### config.mk
export PLATFORM = sky130hd
export DESIGN_NAME = serial_adder_ctrl
export DESIGN_NICKNAME = d
export VERILOG_FILES = /design/src/rtl/serial_adder_ctrl.sv
export SDC_FILE = /design/constraint.sdc
export NUM_CORES = 1
export LEC_CHECK = 0
export CAP_MARGIN = 20
export CORE_MARGIN = 4
export CORE_UTILIZATION = 34
export DETAILED_ROUTE_END_ITERATION = 8
export HOLD_SLACK_MARGIN = 0.03
export PLACE_DENSITY = 0.54
export RECOVER_POWER = 100
export SLEW_MARGIN = 20
export SYNTH_ARGS = -nofsm -noshare
export SYNTH_HDL_FRONTEND = slang
export SYNTH_SLANG_ARGS = --single-unit
export TNS_END_PERCENT = 100
### constraint.sdc
create_clock -name clk -period 1.9 [get_ports clk]
set_input_delay 0.19 -clock clk [delete_from_list [all_inputs] [get_ports clk]]
set_output_delay 0.19 -clock clk [all_outputs]
set_load 0.1 [all_outputs]
### src/rtl/serial_adder_ctrl.sv
// serial_adder_ctrl: bit-serial WIDTH-bit adder built around one full-adder slice.
// Operands are captured on an accepted start and fed LSB first, one bit per clock,
// with a registered carry. The result and carry-out are published with a one-cycle
// done pulse and then held until the next completion or reset.
// Optional feature macro: SERIAL_ADDER_SUB_EN (adds a 'sub' port for a - b).
module serial_adder_ctrl #(
    parameter int WIDTH = 8
) (
    input  logic             clk,
    input  logic             rst,
    input  logic             start,
`ifdef SERIAL_ADDER_SUB_EN
    input  logic             sub,
`endif
    input  logic [WIDTH-1:0] a,
    input  logic [WIDTH-1:0] b,
    output logic             busy,
    output logic             done,
    output logic [WIDTH-1:0] sum,
    output logic             cout
);

    localparam int CW = (WIDTH > 1) ? $clog2(WIDTH) : 1;
    // Exit on the WIDTH-th run edge, so a power-of-two counter never wraps.
    localparam logic [CW-1:0] LAST = CW'(WIDTH - 1);

    typedef enum logic [1:0] {
        IDLE = 2'd0,
        RUN  = 2'd1,
        DONE = 2'd2
    } state_t;

    state_t            state_reg;
    logic [WIDTH-1:0]  sha_reg;
    logic [WIDTH-1:0]  shb_reg;
    logic [WIDTH-1:0]  res_reg;
    logic              carry_reg;
    logic [CW-1:0]     cnt_reg;

    logic [WIDTH-1:0]  b_load;
    logic              cin_load;
    logic              slice_s;
    logic              slice_c;
    logic [WIDTH-1:0]  res_next;

`ifdef SERIAL_ADDER_SUB_EN
    // Subtraction is a + ~b + 1: invert B on capture and preset the carry.
    assign b_load   = sub ? ~b : b;
    assign cin_load = sub;
`else
    // Add-only build: B captured as-is, carry starts clear.
    assign b_load   = b;
    assign cin_load = 1'b0;
`endif

    // The single full-adder slice working on the current LSBs.
    assign slice_s  = sha_reg[0] ^ shb_reg[0] ^ carry_reg;
    assign slice_c  = (sha_reg[0] & shb_reg[0]) |
                      (sha_reg[0] & carry_reg)  |
                      (shb_reg[0] & carry_reg);

    // Result enters at the MSB; after WIDTH shifts bit 0 sits at position 0.
    assign res_next = {slice_s, res_reg[WIDTH-1:1]};

    // Sequencer FSM with registered busy/done and held result outputs.
    always_ff @(posedge clk or posedge rst) begin
        if (rst) begin
            state_reg <= IDLE;
            sha_reg   <= '0;
            shb_reg   <= '0;
            res_reg   <= '0;
            carry_reg <= 1'b0;
            cnt_reg   <= '0;
            busy      <= 1'b0;
            done      <= 1'b0;
            sum       <= '0;
            cout      <= 1'b0;
        end else begin
            case (state_reg)
                IDLE: begin
                    busy <= 1'b0;
                    done <= 1'b0;
                    if (start) begin
                        sha_reg   <= a;
                        shb_reg   <= b_load;
                        carry_reg <= cin_load;
                        cnt_reg   <= '0;
                        busy      <= 1'b1;
                        state_reg <= RUN;
                    end
                end
                RUN: begin
                    sha_reg   <= sha_reg >> 1;
                    shb_reg   <= shb_reg >> 1;
                    carry_reg <= slice_c;
                    res_reg   <= res_next;
                    cnt_reg   <= cnt_reg + CW'(1);
                    if (cnt_reg == LAST) begin
                        sum       <= res_next;
                        cout      <= slice_c;
                        busy      <= 1'b0;
                        done      <= 1'b1;
                        state_reg <= DONE;
                    end
                end
                DONE: begin
                    done      <= 1'b0;
                    busy      <= 1'b0;
                    state_reg <= IDLE;
                end
                default: begin
                    busy      <= 1'b0;
                    done      <= 1'b0;
                    state_reg <= IDLE;
                end
            endcase
        end
    end

endmodule

* Yosys cells after proc, flatten, opt, wreduce, memory -nomap -nowiden
Cells that the tools add are included.
** Cells by class
- Reduce and logical (&&, ||, !) cells :: 5
- Mux-type cells :: 16
- Eq/ne operators :: 4
- Add/subtract/negate cells :: 1
- Bitwise logic cells :: 7
** Operators by type and width (number)
- 8-bit case mux with 2 select lines :: 2
- 8-bit 2-to-1 mux :: 2
- 3-bit case mux with 2 select lines :: 1
- 2-bit AND reduction :: 3
- 1-bit 2-to-1 mux :: 5
- 2-bit 2-to-1 mux :: 2
- 2-bit != test (second input constant) :: 2
- 1-bit case mux with 2 select lines :: 2
- 2-bit case mux with 2 select lines :: 1
- 3-bit by 1-bit adder with 3-bit output (second input constant) :: 1
- 1-bit bitwise AND :: 3
- 3-bit == test (second input constant) :: 1
- 3-bit 2-to-1 mux :: 1
- 2-bit by 1-bit == test with 1-bit output (second input constant) :: 1
- 2-bit logical NOT :: 1
- 1-bit bitwise OR :: 2
- 2-bit nonzero test :: 1
- 1-bit XOR :: 2
** Word-level totals
- Input port bits :: 19
- Output and inout bits :: 11
- Register bits after elaboration :: 41

* Depth between registers and ports, before layout
Gate-level depths: netlist of run 1.
- Depth after elaboration :: 4
- Depth in mapped cells :: 5
- Gate-level depth less buffers :: 4

* Worst setup path after synthesis of run 1
No wires, ideal clock.
- Path type :: reg2reg
- Start point :: register cnt_reg[0]
- End point :: register cout
- Library setup time :: 128 ps
- Arrival time :: 1298 ps
- Period minus slack after synthesis :: 1426 ps
- Slack :: 474 ps
- Required time :: 1772 ps
- Buffers on the path :: 1
- Stages on the path, launching flop included :: 6
- Cell sequence :: dfrtp_1 -> ha_1 -> ha_1 -> nand3b_1 -> buf_6 -> mux2_1
** On the way
- Cells in the longest elaborated chain, start to end :: 2
** RTL lines
- start, declared :: RTL line 38 : logic [CW-1:0] cnt_reg;
- start signal, assigned :: RTL line 97 : cnt_reg <= cnt_reg + CW'(1);
- 3-bit == test :: RTL line 98 : if (cnt_reg == LAST) begin
- 2-bit AND reduction (no line)
- end signal, assigned :: RTL line 100 : cout <= slice_c;
- end, declared :: RTL line 20 : output logic cout
Every way passes these cells.
A chain may end at the register's enable or synchronous reset.

* Worst setup path in the final report of run 1
- Start point :: register cnt_reg[0]
- End point :: register sum[5]
** On the way
- Cells in the longest elaborated chain, start to end :: 2
** RTL lines
- 3-bit == test :: RTL line 98
- 2-bit AND reduction (no line)
- end signal, assigned :: RTL line 99 : sum <= res_next;
- end, declared :: RTL line 19 : output logic [WIDTH-1:0] sum,
Every way passes these cells.

==> results.toml, run 1 <==
[sta]
finalHoldViolCount = 0
rsz0062_at_grt = "false"
setup-tns-final_ns = 0
skew_ns = 0.00574
fin_crit_sh_pct = 88.8
drv_slew = 0
fin_crit_ns = 1.69
finalSetupViolCount = 0
relSlewSlack_pct = 33.6
fmax_mhz = 593
tightest_slew_ns = 0.996
fin_ws_ns = 0.213

[finish]
final_util_pct = 41.9
stdcell_area_um2 = 2180
syn2layout_area_growth_pct = 16.7
nNetsFinal = 195
finalNonFillerCells = 243
drive_gt1_share_pct = 22.5
antenna-diode-count = 0

[detailed_routing]
vias = 1193
vias_per_cell = 4.91
drt_first_iter_violations = 64
drt-total-wl_um = 3510
drcViolationCount = 0
drt-pass1-iter-count = 4
routedWlPerCell_um = 14.5
ant_nets = 0

[clock_network]
cts-htree-levels = 2
path_clk_slew_ns = 0.08
post-cts-setup-buffers = 0
cts_tree = "built"
cts_buffers = 5
cts_buffer_depth = 2
clock-root-buffer = "clkbuf_8"
clock_latency_ns = 0.29
cts_sinks = 40
post_cts_resized = 0
ctsHoldBuffers = 0

[critical_path]
end_kind = "register"
worstPathArrival_ns = 1.86
path_class = "reg -> reg"
crit_required_ns = 2.07
cp_max_fo = 10
cp-start-kind = "register"

[place]
placed_area_um2 = 2190
placed_cells = 236
place_hpwl_um = 2450
place_congestion = 0.736
pre_cts_ws_ns = 0.185
portBuffers = 29

[synth]
ys_types = 22
synth_area_um2 = 1870
synthTopCellsByArea = "dfrtp_1 (54%), a221oi_2 (5.6%), mux2_1 (5.4%)"
yosys_warnings = 0
ys_ff_latch = 40
synthCells = 140
yosysTopAreaCell = "dfrtp_1"
yosysTopAreaCellShare_pct = 53.6
synth_nets = 162
syn_avg_cell_area_um2 = 13.3
ys_seq_area_share_pct = 53.6

[run]
cap_violations = 0

[grt]
grt_start_max_net_pins = 41
grt_util_all_layers_pct = 11.8
antenna_found_initial = 0
use_met2_pct = 19.4
grt_pass1_wl_um = 5950
met3_usage_pct = 3.04
grt_pass1_vias = 1257
grt.busiest_layer = "met2"
use_met1_pct = 14.3
grt-ovfl-total = 0

[min_path]
hold_class = "reg -> reg"

[floorplanning]
io_pins = 30
die_area_um2 = 6740
die_h_um = 82.1
core_um2 = 5200
die_w_um = 82.1
num_rows = 26
initial_core_util_pct = 35.9

[power_and_ir_drop]
intPower_uw = 2160
clkPwrFrac_pct = 12.9
seq_power_share_pct = 36.2
p_comb_share_pct = 50.8
p_per_area_nw_per_um2 = 1880
peakVddDrop_uv = 715
p_leak_uw = 0.000949
p_sw_share_pct = 47.3
p_sw_uw = 1940

[run_status]
outcome = "complete, no violations"
-- per-stage QoR --
stage / power [uW] / hold slack (ns)
after floorplan: 3350 / 0.323
after detailed placement: 3810 / 0.478
final: 4100 / 0.491
after CTS: 4360 / 0.332
after global placement: 3750 / 0.465
after global routing: 4390 / 0.502
-- power groups by stage --
stage | registers (uW) | logic (uW) | clock network [uW]
global route | 1540 | 2250 | 596
detailed placement | 1510 | 2300 | 0
global placement | 1490 | 2260 | 0
CTS | 1500 | 2310 | 558
finish | 1490 | 2090 | 530
floorplan | 2290 | 1060 | 0
-- layout by cell type (no fill, tap or decap), drive strengths merged --
cell type / count
clkdlybuf4s50: 17
dfrtp: 40
fa: 1
clkinvlp: 1
a21oi: 2
mux2: 17
ha: 2
clkinv: 1
dlygate4sd3: 1
nor2b: 1
nand2b: 2
nand3b: 2
nor2: 10
clkbuf: 21
inv: 16
nor4b: 14
nor3b: 1
a22o: 5
o21bai: 1
buf: 4
a221oi: 14
-- synth_stat cells, drive strengths merged --
cell type / number
a21oi: 2
a221oi: 14
a22o: 5
buf: 11
clkbuf: 1
dfrtp: 40
fa: 1
ha: 2
inv: 16
mux2: 17
nand2b: 2
nand3b: 2
nor2: 10
nor2b: 1
nor3b: 1
nor4b: 14
o21bai: 1
-- kinds of logic after synthesis --
logic type               after synthesis  share of synthesized area [%]
flip-flops                            40                           53.6
AND/OR/NAND/NOR                       30                           13.1
buffers and inverters                 28                           8.51
AO/OA/AOI/OAI                         22                           12.2
multiplexers                          17                           10.2
adder cells (fa/ha/maj)                3                           2.41
-- area by class of cell --
type	instances	area [um^2]
well taps	70	87.6
clock inverters	2	12.5
multi-input cells	72	664
clock buffers	5	68.8
fillers	519	3020
repair buffers	38	287
inverters	16	60.1
flip-flops and latches	40	1000
-- critical path, stage by stage (launching register included) --
cell	delay, ns
dfrtp_1	0.39
ha_1	0.21
ha_1	0.22
nand3b_1	0.38
mux2_1	0.37
-- path summary, 6_finish.rpt --
check | start | endpoint | slack, ns | depth (start not counted)
worst min-delay path | res_reg[1] | sum[0] | 0.49 | 1
worst max register to register | cnt_reg[0] | sum[5] | 0.21 | 4
min in group asynchronous | rst | res_reg[2] | 0.65 | 3
worst max-delay path | cnt_reg[0] | sum[5] | 0.21 | 4
worst min register to register | res_reg[1] | sum[0] | 0.49 | 1
max in group asynchronous | rst | sha_reg[1] | 0.65 | 3
-- metal layers --
layer,wire length (um),share of wire (%)
met1,1610,46
met2,1650,47
met3,181,5.2
met4,70,2.0
met5,0,0
Note: power is estimated with default switching activity, not from simulation.
==> inputs of run 2 (changes only) <==
- PLACE_DENSITY: 0.54 -> 0.56
- clock period: 1.9 -> 1.5 ns (I/O delays scaled with it)
==> run 2 against run 1 <==
Compared with the run above:
- register-to-register slack worse by 0.16 ns
- total power is 36% higher
- clock power up 39%
- first-iteration DRC count down 39%
- maximum frequency up 17%
- sequential cell count unchanged
- via count rose by 3.5%
- design area grew 7.0%
- critical path type unchanged
- largest cell class unchanged
- largest power group unchanged
==> results.toml, run 2 (synthesized netlist as in run 1, its figures left out) <==
[clock_network]
cts-htree-levels = 2
cts_buffer_depth = 2
cts_tree = "built"
cts_buffers = 5
clock-root-buffer = "clkbuf_8"
clock_latency_ns = 0.29
cts_sinks = 40
ctsHoldBuffers = 0
path_clk_slew_ns = 0.08
post-cts-setup-buffers = 0

[sta]
finalHoldViolCount = 0
fmax_mhz = 691
finalSetupViolCount = 0
relSlewSlack_pct = 34.6
drv_slew = 0
skew_ns = 0.00472
tightest_slew_ns = 0.981
fin_crit_sh_pct = 96.5
fin_crit_ns = 1.45
setup-tns-final_ns = 0
rsz0062_at_grt = "true"

[place]
place_hpwl_um = 2630
portBuffers = 29
place_congestion = 0.741
placed_area_um2 = 2380

[power_and_ir_drop]
power_uw = 5600
p_leak_uw = 0.00102
peakVddDrop_uv = 819
p_per_area_nw_per_um2 = 2400

[critical_path]
worstPathArrival_ns = 1.62
cp-start-kind = "register"
path_class = "reg -> reg"
crit_required_ns = 1.67
cp_num_cells = 5
endpoint = "sum[6]"
startpoint = "cnt_reg[0]"
r2r-end = "sum[6]"
end_kind = "register"
crit_slowest_cell = "dfrtp_1"
critical_path_buf_inv_count = 1
path_cells = "ha_2 -> ha_2 -> nand3b_1 -> buf_12 -> mux2_1"
cpLargestDelayFamily = "flip-flops"
reg2reg_from = "cnt_reg[0]"
max_stage_delay_ns = 0.40
cp_max_fo = 10
reg2reg_depth = 5
r2r_slack_ns = 0.05
cpMostUsedCell = "ha_2"

[finish]
final_cell_mix = "dfrtp_1 (40), clkdlybuf4s50_1 (17), inv_1 (16)"
drive_gt1_share_pct = 32.8
nNetsFinal = 198
final_util_pct = 44.8
antenna-diode-count = 0
syn2layout_area_growth_pct = 24.9
stdcell_area_um2 = 2330
layout_commonest_cell = "dfrtp_1"

[floorplanning]
initial_core_util_pct = 35.9
die_area_um2 = 6740
num_rows = 26
die_w_um = 82.1
core_um2 = 5200
die_h_um = 82.1
io_pins = 30

[grt]
use_met1_pct = 14.5
grt-ovfl-total = 0
use_met2_pct = 20.8
antenna_found_initial = 0
met3_usage_pct = 3.80
grt_start_max_net_pins = 41
grt.busiest_layer = "met2"
grt_pass1_wl_um = 6290
grt_util_all_layers_pct = 12.4
grt_pass1_vias = 1364

[min_path]
hold_class = "in -> reg"
hold_start = "a[7]"

[detailed_routing]
vias_per_cell = 5.00
drt-total-wl_um = 3650
routedWlPerCell_um = 14.8
drt-pass1-iter-count = 4
drt_first_iter_violations = 39
drcViolationCount = 0
vias = 1235
ant_nets = 0

[run_status]
outcome = "complete, no violations"

[run]
cap_violations = 0
-- run 2: cell types whose count changed in the layout (fill, tap and decap cells not counted), sizes merged --
cell / before / now
clkbuf: 21 / 18
buf: 4 / 12
clkinv: 1 / 0
-- run 2: routing by layer --
layer  vias to the layer above  wire (um)
li1                        572          -
met5                         -          0
met2                        36       1780
met1                       621       1610
met3                         6        180
met4                         0         75
-- run 2: worst min-delay path by stage --
| stage | slack [ns] | cells past startpoint | endpoint |
|---|---|---|---|
| floorplan | 0.28 | 1 | sha_reg[7] |
| global placement | 0.47 | 1 | sum[0] |
| detailed placement | 0.49 | 1 | sum[0] |
| CTS | 0.23 | 3 | sha_reg[2] |
| global route | 0.47 | 2 | sha_reg[7] |
| finish | 0.47 | 2 | sha_reg[7] |
-- run 2: where the power goes --
part           switching [uW]  internal [uW]  leakage (uW)
registers                 300           1600      0.000479
logic                    1900           1050      0.000496
clock network             364            374     0.0000445
-- run 2: final cells by class --
class | instances | area [um^2]
Inverter | 16 | 60.1
Multi-Input combinational cell | 72 | 728
Clock inverter | 1 | 7.51
Timing Repair Buffer | 41 | 363
Sequential cell | 40 | 1000
Tap cell | 70 | 87.6
Clock buffer | 7 | 86.3
Fill cell | 499 | 2870
-- run 2: metrics by stage --
step                setup WS (ns)  hold slack [ns]  instances
floorplan                  0.0736            0.283        140
global placement           0.0495            0.470        239
detailed placement        0.00429            0.485        239
CTS                        0.0172            0.231        247
global route             -0.00700            0.465        247
finish                     0.0527            0.473        247
-- run 2: what timing repair did --
| action | 4_1_cts | 5_1_grt |
|---|---|---|
| endpoints found under the setup margin | 3 | 8 |
| resized for setup | 2 | 4 |
| pin swaps | 0 | 0 |
